[src/rtl/tweet_pkg.sv]
// ============================================================================
// Module      : tweet_pkg
// Description : Shared constants and the playback state encoding used by the
//               tweetboard message player. State PARITY exists only when
//               TWEET_PLAYER_PARITY_EN is defined.
// Revision    : 1.0 - initial release
// ============================================================================
`default_nettype none

package tweet_pkg;

  localparam int CLKS_PER_BIT_DEFAULT = 5208;
  localparam int MAX_CHARS_DEFAULT    = 160;
  localparam int VALID_BIT            = 15;

  typedef enum logic [3:0] {
    ST_IDLE   = 4'd0,
    ST_FETCH  = 4'd1,
    ST_CHECK  = 4'd2,
    ST_START  = 4'd3,
    ST_DATA   = 4'd4,
`ifdef TWEET_PLAYER_PARITY_EN
    ST_PARITY = 4'd8,
`endif
    ST_STOP   = 4'd5,
    ST_NEXT   = 4'd6,
    ST_DONE   = 4'd7
  } state_t;

endpackage

`default_nettype wire

[src/rtl/uart_bit_timer.sv]
// ============================================================================
// Module      : uart_bit_timer
// Description : Baud counter. Runs 0..CLKS_PER_BIT-1, asserts tick on the
//               last count and wraps to 0. A synchronous clear restarts it.
// Revision    : 1.0 - initial release
// ============================================================================
`default_nettype none

module uart_bit_timer
  import tweet_pkg::*;
#(
  parameter int CLKS_PER_BIT = CLKS_PER_BIT_DEFAULT
) (
  input  logic sysclk,
  input  logic reset,
  input  logic clear,
  output logic tick
);

  localparam int              CNT_W = (CLKS_PER_BIT > 1) ? $clog2(CLKS_PER_BIT) : 1;
  localparam logic [CNT_W-1:0] LAST = CNT_W'(CLKS_PER_BIT - 1);

  logic [CNT_W-1:0] count;

  assign tick = (count == LAST);

  // Free-running bit-period counter, restarted by reset or clear
  always_ff @(posedge sysclk) begin
    if (reset || clear) begin
      count <= '0;
    end else if (tick) begin
      count <= '0;
    end else begin
      count <= count + 1'b1;
    end
  end

endmodule

`default_nettype wire

[src/rtl/tweet_player.sv]
// ============================================================================
// Module      : tweet_player
// Description : Reads characters from the message RAM starting at address 0
//               and serialises them on a UART line (8N1). Playback ends at
//               the first invalid word, at MAX_CHARS, or after an abort.
//               Define TWEET_PLAYER_PARITY_EN to add an even-parity bit.
// Revision    : 1.0 - initial release
// ============================================================================
`default_nettype none

module tweet_player
  import tweet_pkg::*;
#(
  parameter int CLKS_PER_BIT = CLKS_PER_BIT_DEFAULT,
  parameter int MAX_CHARS    = MAX_CHARS_DEFAULT,
  parameter int ADDR_W       = 8,
  parameter int WORD_W       = 16
) (
  input  logic              sysclk,
  input  logic              reset,
  input  logic              go,
  input  logic              abort,
  output logic [ADDR_W-1:0] ram_addr,
  input  logic [WORD_W-1:0] ram_rdata,
  output logic              tx,
  output logic              busy,
  output logic              done,
  output logic [ADDR_W-1:0] char_count
);

  state_t          state;
  state_t          state_next;
  logic            tick;
  logic            timer_clear;
  logic [7:0]      shreg;
  logic [2:0]      bit_idx;
  logic            abort_latch;
  logic [ADDR_W:0] count_inc;
  logic            last_char;
  logic            word_valid;
  logic            unused_rdata;
`ifdef TWEET_PLAYER_PARITY_EN
  logic            parity_bit;
`endif

  // Middle RAM bits carry nothing this engine needs
  assign unused_rdata = ^ram_rdata[WORD_W-2:8];

  assign word_valid  = ram_rdata[WORD_W-1];
  assign count_inc   = {1'b0, char_count} + 1'b1;
  assign last_char   = (count_inc == (ADDR_W+1)'(MAX_CHARS));
  // Every state change restarts the bit period from zero
  assign timer_clear = (state_next != state);

  uart_bit_timer #(
    .CLKS_PER_BIT (CLKS_PER_BIT)
  ) u_bit_timer (
    .sysclk (sysclk),
    .reset  (reset),
    .clear  (timer_clear),
    .tick   (tick)
  );

  // State register
  always_ff @(posedge sysclk) begin
    if (reset) begin
      state <= ST_IDLE;
    end else begin
      state <= state_next;
    end
  end

  // Next-state decode
  always_comb begin
    state_next = state;
    case (state)
      ST_IDLE:  if (go) state_next = ST_FETCH;
      ST_FETCH: state_next = ST_CHECK;
      ST_CHECK: state_next = (!word_valid || abort_latch) ? ST_DONE : ST_START;
      ST_START: if (tick) state_next = ST_DATA;
`ifdef TWEET_PLAYER_PARITY_EN
      ST_DATA:   if (tick && bit_idx == 3'd7) state_next = ST_PARITY;
      ST_PARITY: if (tick) state_next = ST_STOP;
`else
      ST_DATA:   if (tick && bit_idx == 3'd7) state_next = ST_STOP;
`endif
      ST_STOP:  if (tick) state_next = ST_NEXT;
      ST_NEXT:  state_next = last_char ? ST_DONE : ST_FETCH;
      ST_DONE:  state_next = ST_IDLE;
      default:  state_next = ST_IDLE;
    endcase
  end

  // Address, count, abort latch and character shift register
  always_ff @(posedge sysclk) begin
    if (reset) begin
      ram_addr    <= '0;
      char_count  <= '0;
      abort_latch <= 1'b0;
      shreg       <= '0;
      bit_idx     <= '0;
`ifdef TWEET_PLAYER_PARITY_EN
      parity_bit  <= 1'b0;
`endif
    end else begin
      if (state != ST_IDLE && abort) begin
        abort_latch <= 1'b1;
      end
      case (state)
        ST_IDLE: begin
          if (go) begin
            ram_addr    <= '0;
            char_count  <= '0;
            abort_latch <= 1'b0;
          end
        end
        ST_CHECK: begin
          shreg      <= ram_rdata[7:0];
          bit_idx    <= '0;
`ifdef TWEET_PLAYER_PARITY_EN
          parity_bit <= ^ram_rdata[7:0];
`endif
        end
        ST_DATA: begin
          if (tick) begin
            shreg   <= {1'b0, shreg[7:1]};
            bit_idx <= bit_idx + 3'd1;
          end
        end
        ST_NEXT: begin
          char_count <= count_inc[ADDR_W-1:0];
          if (!last_char) begin
            ram_addr <= ram_addr + 1'b1;
          end
        end
        default: ;
      endcase
    end
  end

  // Line level decoded from the registered state; idle/gap/stop are high
  always_comb begin
    tx = 1'b1;
    case (state)
      ST_START:  tx = 1'b0;
      ST_DATA:   tx = shreg[0];
`ifdef TWEET_PLAYER_PARITY_EN
      ST_PARITY: tx = parity_bit;
`endif
      default:   tx = 1'b1;
    endcase
  end

  assign busy = (state != ST_IDLE);
  assign done = (state == ST_DONE);

endmodule

`default_nettype wire

[config.mk]
export PLATFORM = sky130hd
export DESIGN_NAME = tweet_player
export DESIGN_NICKNAME = d
export VERILOG_FILES = /design/src/rtl/tweet_pkg.sv /design/src/rtl/uart_bit_timer.sv /design/src/rtl/tweet_player.sv
export SDC_FILE = /design/constraint.sdc
export NUM_CORES = 1
export LEC_CHECK = 0
export CAP_MARGIN = 20
export CORE_ASPECT_RATIO = 1.75
export CORE_MARGIN = 4
export CORE_UTILIZATION = 45
export CTS_BUF_LIST = sky130_fd_sc_hd__clkbuf_2 sky130_fd_sc_hd__clkbuf_4 sky130_fd_sc_hd__clkbuf_8
export DETAILED_ROUTE_END_ITERATION = 8
export DONT_BUFFER_PORTS = 1
export SYNTH_ARGS = -nofsm -noshare
export SYNTH_HDL_FRONTEND = slang
export SYNTH_SLANG_ARGS = --single-unit
[constraint.sdc]
create_clock -name sysclk -period 5.9 [get_ports sysclk]
set_clock_uncertainty 0.15 [all_clocks]
set_input_delay 0.59 -clock sysclk [delete_from_list [all_inputs] [get_ports sysclk]]
set_output_delay 0.59 -clock sysclk [all_outputs]
set_load 0.005 [all_outputs]
# == After elaboration in Yosys (flattened, before gate mapping) ==
# Cells that the tools add are included.
# op_classes
shift,0
mul,0
magnitude_cmp,0
eq_ne,14
n_reduce_logical,13
add_sub_neg,4
bitwise_logic,0
div_mod_pow,0
n_mux,19
# ops
op,n
$pmux 8 s2,3
$pmux 4 s7,1
$mux 8,3
$eq 4x3->1 const B,4
$mux 4,4
$add 13x1->13 const B,1
$eq 13x13->1 const B,1
$add 8x1->9 const B,1
$eq 9x8->1 const B,1
$mux 3,3
$add 8x1->8 const B,1
$eq 4x2->1 const B,2
$ne 2x2->1 const B,3
$pmux 3 s2,1
$eq 4x1->1 const B,1
$logic_not 4->1,1
$ne 4x4->1,1
$reduce_and 2->1,2
$reduce_bool 2->1,2
$reduce_bool 4->1,1
$add 3x1->3 const B,1
$eq 3x3->1 const B,1
$mux 1,3
$reduce_and 3->1,1
5 further kinds,7
# word_totals
output_inout_bits,19
input_bits,20
memories,0
mem_bits_rw,0
latchBits,0
romBits,0
register_bits,45

# == Logic depth before layout (Yosys ltp) ==
# depth
ltp_word,7
ltp_mapped,7
mapped_depth_nobuf,6

# == Cells and area by module ==
# A second synthesis with hierarchy kept.
# hier_totals
hier_cells,281
hier_area_um2,2388.5
# by_module_without_submodules
module,area_per_inst_um2,cells_each,instances,seq_area_each_um2
tweet_player,1670.4,208,1,640.6
uart_bit_timer,718.2,73,1,260.2

# == Least setup slack after synthesis ==
# No wires, ideal clock.
# synth_path
path_type,reg2reg
from,register char_count[0]
to,register ram_addr[5]
required_ns,5.680
t_arrival_ns,1.829
synth_period_minus_slack_ns,2.049
stages_incl_launch_ff,7
setup_time_ns,0.070
path_slack_ns,3.851
path_cell_list,dfxtp_1 -> ha_1 -> and3_1 -> a311oi_1 -> o2111a_2 -> or4_1 -> a21oi_1
# synth_between
elab_chain_cells,4
# synth_rtl
item,line,text
from (decl),tweet_player.sv:28,output logic [ADDR_W-1:0] char_count
from (signal assigned),tweet_player.sv:131,char_count <= count_inc[ADDR_W-1:0];
$add 8x1->9,tweet_player.sv:50,"assign count_inc = {1'b0, char_count} + 1'b1;"
$eq 9x8->1,tweet_player.sv:51,assign last_char = (count_inc == (ADDR_W+1)'(MAX_CHARS));
$ne 2x2->1 (no source line),-,
$reduce_and 3->1 (no source line),-,
to (signal assigned),tweet_player.sv:133,ram_addr <= ram_addr + 1'b1;
to (decl),tweet_player.sv:23,"output logic [ADDR_W-1:0] ram_addr,"
# No other way between the ends.
# A chain may end at the register's enable or synchronous reset.

# == Worst setup path after layout ==
# Ends and elaborated chain as after synthesis.

==> metrics <==
I/O Buffers=0; # rows=33; setup TNS=0 ns; post-CTS resize count=0; clock latency on the worst-skew pair=about 0.29 ns; vias in the first global route=1806; Worst-Margin Slew=0.632 ns; sequential share of the synthesized area=0.403; WL per Instance=15.0 µm; Crit. End Element=register; Fmax=432 MHz; NetSw=117 µW; EDFF count, synth=0; HPWL Detailed=3430 µm; layout cells sized above 1=0.0534; dominant synthesized flop cell=dfxtp_1; RSZ-0062 raised after global routing=false; largest net degree at the start of global routing=28; detailed-route DRC error count=0; ANT cells=0; # setup viols final=0; CTS tree=done; cell with the most instances after synthesis=dfxtp_1; Warnings, synthesis=0; worst hold slack=0.213 ns; setup repair bufs after CTS=0; CTS max path bufs=2; IR drop worst, VDD=roughly 0.19 mV; Period minus WS final=2.32 ns; Slew headroom=0.576; Final GP Congestion=between 0.7 and 0.8; initial core utilization=0.471; Final Hold Fails=0; fill count=476; gr usage total=0.168; Synth area leaders=dfxtp_1 40%, nor2_1 6.9%, mux2i_1 4.5%; Synthesized Nets=between 200 and 300; htree depth=2; DR iter-0 viols=109; worst-path maximum fanout=16; async set-reset flop share out of synthesis=0; Worst-path clk slew=0.08 ns; critical setup path kind=reg -> reg; synth unique cells=50; Synth Area per Inst=8.38 µm²; synthesized flop and latch total=45; Leak=0.776 nW; area of the multi-input gates=1250 µm²; Remaining Overflow, GRT=0; DRT Pass-1 Iters=4; Layout Nets=287; synth cell count leaders=45 x dfxtp_1, 41 x nor2_1, 17 x a21oi_1; CP startpoint kind=register; first-pass GRT wire length=8070 µm; Total Routed Length=4710 µm; placed cell area=2240 µm²; outcome=finished, final reports clean; required time of the critical path=5.98 ns; Worst Hold Class=in -> reg; Vias=1839; clock group share of total power=0.408; Reg2Reg Setup Slack=roughly 3.6 ns; die extent in y=between 100 and 150 µm; internal power=436 µW; CTS Hold Buffers Added=0; sequential share of power=0.560; Final Instance Area=2350 µm²; Max Slew Vio Count=0; cell area after synthesis=roughly 2200 µm²; Inserted Clock Buffers=5; cell taking the most area after synthesis=dfxtp_1; combinational share of power=0.032; Post-DRT Antenna Nets=0; Mapped Cells=~270; Root Buffer Master=clkbuf_8; post-synth top area share=0.403; Die ar.=6210 µm²; max-cap violations=0; pwr dens=235 nW/µm²; initial antenna violation count=0; synthesis-to-layout area growth=4.92%; Core ar.=4750 µm²; Die Wd=61.3 µm; # clock sinks=45; I/O pin count=39; period utilization=0.393; CP arrival=2.40 ns; switch share=0.211; DR vias/cell=5.86; Register Area=901 µm²
==> final cells by class <==
| class | count | share of cell area |
|---|---|---|
| inverter | 6 | 0.00959 |
| sequential | 45 | 0.384 |
| tap | 52 | 0.0277 |
| multi-input combinational | 203 | 0.531 |
| clock inverter | 2 | 0.0149 |
| timing repair buffer | 1 | 0.00320 |
| clock buffer | 5 | 0.0293 |
==> state kept, by name, summed over array words and instances, names as in the netlist <==
name	cells
abort_latch	1
bit_idx	3
char_count	8
ram_addr	8
shreg	8
state	4
u_bit_timer.count	13
==> metrics by stage <==
step	instances	setup WS (ns)	total power [mW]	utilization
2_1_floorplan	267	3.85	0.333	-
3_3_place_gp	307	3.59	0.335	0.472
3_5_place_dp	307	3.59	0.335	0.472
4_1_cts	314	3.57	0.562	0.494
5_1_grt	314	3.36	0.578	0.494
6_report	314	3.58	0.553	0.494
==> layer usage <==
layer	track usage	up-vias	wire length, µm
met2	0.303	39	2530
li1	-	946	-
met5	0	-	0
met1	0.179	845	1850
met4	0.0701	0	74
met3	0.0408	9	253
==> kinds of logic (layout without fill, tap and decap cells) <==
| family | after synthesis | after routing | share of synthesized area |
|---|---|---|---|
| other cells | 1 | 1 | 0.00168 |
| buf+inv | 19 | 14 | 0.0397 |
| mux | 10 | 10 | 0.0447 |
| fa+ha+maj | 5 | 5 | 0.0280 |
| simple gates | 119 | 119 | 0.275 |
| xor+xnor | 11 | 11 | 0.0431 |
| flops | 45 | 45 | 0.403 |
| compound gates | 57 | 57 | 0.166 |
==> cells in the final DEF (no fill, tap or decap), types with 8 or more instances in the layout <==
| master | instances |
|---|---|
| nor2_1 | 41 |
| dfxtp_1 | 45 |
| a21oi_1 | 17 |
| nand2_1 | 15 |
| mux2i_1 | 10 |
| o21ai_0 | 11 |
| a211oi_1 | 9 |
| nand2b_1 | 8 |
| nand3_1 | 13 |
| and3_1 | 8 |
==> worst max-delay path, cell delays in order, from the launching register on <==
cell	delay, ns
dfxtp_1	0.44
ha_1	0.29
and3_1	0.21
a311oi_1	0.12
o2111a_2	0.38
or4_1	0.52
a21oi_1	0.14
==> power groups by stage <==
stage               logic (mW)  clock network [mW]  registers (mW)
global route            0.0205               0.248           0.310
finish                  0.0178               0.225           0.309
CTS                     0.0184               0.235           0.310
global placement        0.0180                   0           0.317
detailed placement      0.0183                   0           0.317
floorplan               0.0186                   0           0.315
==> final timing paths <==
path | start | to | depth (start not counted)
hold reg to reg | shreg[7] | shreg[7] | 2
setup reg to reg | char_count[0] | ram_addr[5] | 6
setup / recovery | char_count[0] | ram_addr[5] | 6
hold / removal | reset | char_count[4] | 1
No activity file was read; power rests on OpenSTA's default activity.
